[src/rtl/regfile_wb_arbiter.sv]
`default_nettype none
// ============================================================================
// Module   : regfile_wb_arbiter
// Purpose  : Round-robin arbiter for the register file write port, with a
//            destination-register scoreboard for RAW/WAW stalls.
// Revision : 1.0 - initial release
// ============================================================================
module regfile_wb_arbiter #(
  parameter int NREG = 8,
  parameter int AW   = 3,
  parameter int DW   = 16
) (
  input  logic            clk,
  input  logic            rst,
  input  logic            req0_valid,
  input  logic [AW-1:0]   req0_addr,
  input  logic [DW-1:0]   req0_data,
  output logic            req0_ready,
  input  logic            req1_valid,
  input  logic [AW-1:0]   req1_addr,
  input  logic [DW-1:0]   req1_data,
  output logic            req1_ready,
  input  logic            rsv_en,
  input  logic [AW-1:0]   rsv_addr,
  output logic            rsv_ready,
  input  logic [AW-1:0]   AddrS,
  input  logic [AW-1:0]   AddrT,
  output logic            busy_s,
  output logic            busy_t,
  output logic [NREG-1:0] busy,
  output logic            WrRegEn,
  output logic [AW-1:0]   WrSel,
  output logic [DW-1:0]   DataIn
);

  logic            r_rrPtr;
  logic            r_wrRegEn;
  logic [AW-1:0]   r_wrSel;
  logic [DW-1:0]   r_dataIn;
  logic [NREG-1:0] r_busy;

  logic            w_grant0;
  logic            w_grant1;
  logic [NREG-1:0] w_setMask;
  logic [NREG-1:0] w_clrMask;
  logic [NREG-1:0] w_busyNext;

  // rr_ptr only matters when both requesters contend.
  assign w_grant0 = req0_valid & (~req1_valid | ~r_rrPtr);
  assign w_grant1 = req1_valid & (~req0_valid |  r_rrPtr);

  assign req0_ready = w_grant0;
  assign req1_ready = w_grant1;
  assign rsv_ready  = ~r_busy[rsv_addr];

  // Clear lands on the same edge the register file commits; set wins on a tie.
  always_comb begin
    w_setMask  = '0;
    w_clrMask  = '0;
    if (rsv_en && rsv_ready) w_setMask = NREG'(1) << rsv_addr;
    if (r_wrRegEn)           w_clrMask = NREG'(1) << r_wrSel;
    w_busyNext = (r_busy & ~w_clrMask) | w_setMask;
  end

  always_ff @(posedge clk or posedge rst) begin
    if (rst) begin
      r_rrPtr   <= 1'b0;
      r_wrRegEn <= 1'b0;
      r_wrSel   <= '0;
      r_dataIn  <= '0;
      r_busy    <= '0;
    end else begin
      r_wrRegEn <= w_grant0 | w_grant1;
      r_busy    <= w_busyNext;
      if (w_grant0) begin
        r_rrPtr  <= 1'b1;
        r_wrSel  <= req0_addr;
        r_dataIn <= req0_data;
      end else if (w_grant1) begin
        r_rrPtr  <= 1'b0;
        r_wrSel  <= req1_addr;
        r_dataIn <= req1_data;
      end
    end
  end

  assign WrRegEn = r_wrRegEn;
  assign WrSel   = r_wrSel;
  assign DataIn  = r_dataIn;
  assign busy    = r_busy;
  assign busy_s  = r_busy[AddrS];
  assign busy_t  = r_busy[AddrT];

endmodule
`default_nettype wire

[config.mk]
export PLATFORM = sky130hd
export DESIGN_NAME = regfile_wb_arbiter
export DESIGN_NICKNAME = d
export VERILOG_FILES = /design/src/rtl/regfile_wb_arbiter.sv
export SDC_FILE = /design/constraint.sdc
export NUM_CORES = 1
export LEC_CHECK = 0
export ABC_AREA = 1
export BUFFER_PORTS_ARGS = -buffer_cell sky130_fd_sc_hd__buf_2
export CAP_MARGIN = 5
export CORE_UTILIZATION = 49
export DETAILED_ROUTE_END_ITERATION = 7
export PLACE_DENSITY = 0.92
export SETUP_SLACK_MARGIN = 0.2
export SLEW_MARGIN = 10
export SYNTH_ARGS = -nofsm -noshare
export SYNTH_HDL_FRONTEND = slang
export SYNTH_SLANG_ARGS = --single-unit
[constraint.sdc]
create_clock -name clk -period 3.4 [get_ports clk]
set_input_delay 1.02 -clock clk [delete_from_list [all_inputs] [get_ports clk]]
set_output_delay 1.02 -clock clk [all_outputs]
set_load 0.01 [all_outputs]
==> results.md <==
- DP Worst Slack: 0.5510 ns
- DRC: 0
- Post-synth EDFFs: 0
- Area growth from synthesis to layout: 28.81%
- Largest net degree at the start of global routing: 33
- Crit. End Element: output port
- Routed WL: 4.184 mm
- Die W: 61.02 um
- Seq/Total Area, Yosys: 42.52%
- Post-synth cell types: 20
- Final worst slack: 0.5200 ns
- Initial Util: 51.14%
- Synth cell count leaders: 49 x nand2_1, 36 x nor2_1, 29 x dfrtp_1
- Num rows: 21
- Mux share of post-synthesis cell area: 0%
- Rel. slew slack: 58.71%
- Via density: 5.037
- Maximum vdd drop: 0.3431 mV
- Status: finished, final reports clean
- Core area: 0.003337 sq mm
- CTS Sinks: 29
- Synth Area in Adders: 0%
- Iter 0 DRT Violations: 91
- CTS Root Cell: clkbuf_4
- Max-slew violations: 0
- Critical Path Fanout Max: 10
- Commonest register cell after synthesis: dfrtp_1
- Top post-synthesis cells by area: dfrtp_1 43%, nand2_1 11%, o31ai_2 10%, nor2_1 7.9%, o21ai_0 7.6%
- Fin crit share: 84.71%
- Synth top area share: 42.52%
- Post-synth top area cell: dfrtp_1
- Post-synthesis xor/xnor area fraction: 0%
- Num CTS Buffers: 5
- GR Overflow Total: 0
- Number of fill cells: 305
- DR vias: 1753
- Max-cap violations: 0
- Setup Skew: 0.009774 ns
- Routed Antenna Nets: 0
- Drt wl/cell: 12.02 um
- Initial antenna violation count: 0
- Largest family of logic cells by synthesized area: simple AND/OR/NAND/NOR gates
- TritonRoute pass-1 iters: 4
- Setup bufs post-CTS: 0
- Vias in the first global route: 1430
- DP Wirelength: 3.088 mm
- Reg2reg setup slack: 1.92 ns
- Worst Tran Pin Value: 0.6184 ns
- Routability cong.: 0.9756
- Simple-gate area share of the yosys netlist: 28.08%
- Die H: 61.02 um
- # IOs: 85
- Cell Area, Synth: 0.001707 sq mm
- Hold WC Path Type: flop to flop
- Unrepaired setup endpoints after global routing: false
- Final Hold Viols: 0
- Leak: 1.145 nW
- Gr usage total: 22.35%
- Post-CTS sizing: 0
- Seq cells post-synth: 29
- CTS tree: done
- H-tree levels: 2
- Final nets: 353
- Worst EP arrival: 1.86 ns
- Yosys warns: 0
- Port-buffer cells: 84
- Total Die Area: 0.003723 sq mm
- Worst-Skew Late Latency: 0.33 ns
- Antenna cell count: 0
- Cell with the most instances after synthesis: nand2_1
- FMAX: 347.2 MHz
- Final number of setup-violating endpoints: 0
- Post-route insts no fill: 348
- Clock transition at path regs: 0.09 ns
- First-pass GRT wire length: 5.940 mm
- Tmin final: 2.880 ns
- TNS Setup: 0 ns
- Hold buffers post-CTS: 0
- Compound-cell area share of the yosys netlist: 21.04%
- Startpoint Class: input pin
- Worst endpoint required time: 2.38 ns
- Post-Syn Instances: 217
- Inst Count DP: 340
- Power Density: 492.0 mW/mm^2
- Layout cell share with drive strength beyond 1: 40.73%
- Syn avg cell area: 7.865 sq um
- Synth Net Count: 269
- Kind of critical path: input pin to output port
- Max clock buf depth: 2
- FFs w/ async S/R, synth: 100.0%
-- worst paths after layout --
kind | from | cells past startpoint | end
min in group asynchronous | rst | 3 | DataIn[11]
max reg2reg | r_rrPtr | 5 | DataIn[3]
max | rsv_addr[0] | 8 | rsv_ready
min reg2reg | DataIn[7] | 2 | DataIn[7]
min | DataIn[7] | 2 | DataIn[7]
max in group asynchronous | rst | 3 | busy[7]
-- routing by layer --
metal / vias up / routed length (um) / global-route usage (%)
met4: 0 / 52 / 6.818
met2: 79 / 2109 / 37.83
met1: 779 / 1727 / 27.83
met5: - / 0 / 0
met3: 10 / 295 / 6.513
li1: 885 / - / -
-- placed cells by master (no fill, tap or decap) --
cell / instances
a21oi_1: 4
buf_2: 84
buf_4: 3
clkbuf_4: 5
clkbuf_8: 2
clkinv_2: 1
dfrtp_1: 29
inv_1: 14
inv_2: 3
nand2_1: 49
nand2_2: 3
nand3_1: 10
nand3_4: 1
nor2_1: 36
nor2_2: 7
nor3_1: 6
o21ai_0: 26
o22ai_1: 3
o31ai_1: 2
o31ai_2: 14
-- area by class of cell --
cell class / instances / area, sq um / area share (%)
clock buffers: 7 / 65.06 / 2.960
inverters: 17 / 63.81 / 2.903
clock inverters: 1 / 5.005 / 0.2277
multi-input cells: 161 / 838.3 / 38.13
well taps: 46 / 57.56 / 2.618
flip-flops and latches: 29 / 725.7 / 33.01
repair buffers: 87 / 442.9 / 20.15
-- worst max-delay path: stages --
cell     delay [ns]
buf_2          0.18
inv_2          0.09
nand2_1        0.07
nand2_1        0.05
nand2_1        0.05
nand3_1        0.08
nand2_2        0.15
buf_2          0.16
-- sequential cells by signal (all words and copies together) (netlist names) --
name     count
DataIn      16
WrRegEn      1
WrSel        3
busy         8
r_rrPtr      1
-- cells by family (layout without fill, tap and decap cells) --
group,Yosys count,after routing
AO/OA/AOI/OAI,49,49
AND/OR/NAND/NOR,112,112
buffers and inverters,27,112
flip-flops,29,29
-- per-stage QoR --
step                hold slack, ns  power (mW)  cell area, sq um  util, %
floorplan                   0.4919      0.6950              1707        -
global placement            0.4673      0.8365              2128    63.78
detailed placement          0.4690      0.8506              2128    63.78
CTS                         0.4909       1.086              2198    65.88
global route                0.5145       1.158              2198    65.88
finish                      0.4879       1.082              2198    65.88
-- power breakdown --
part	total, mW	switching (mW)	internal, mW
registers	0.485	0.0724	0.413
logic	0.360	0.208	0.152
clock network	0.237	0.117	0.120
total	1.08	0.398	0.684
No activity file was read; power rests on OpenSTA's default activity.
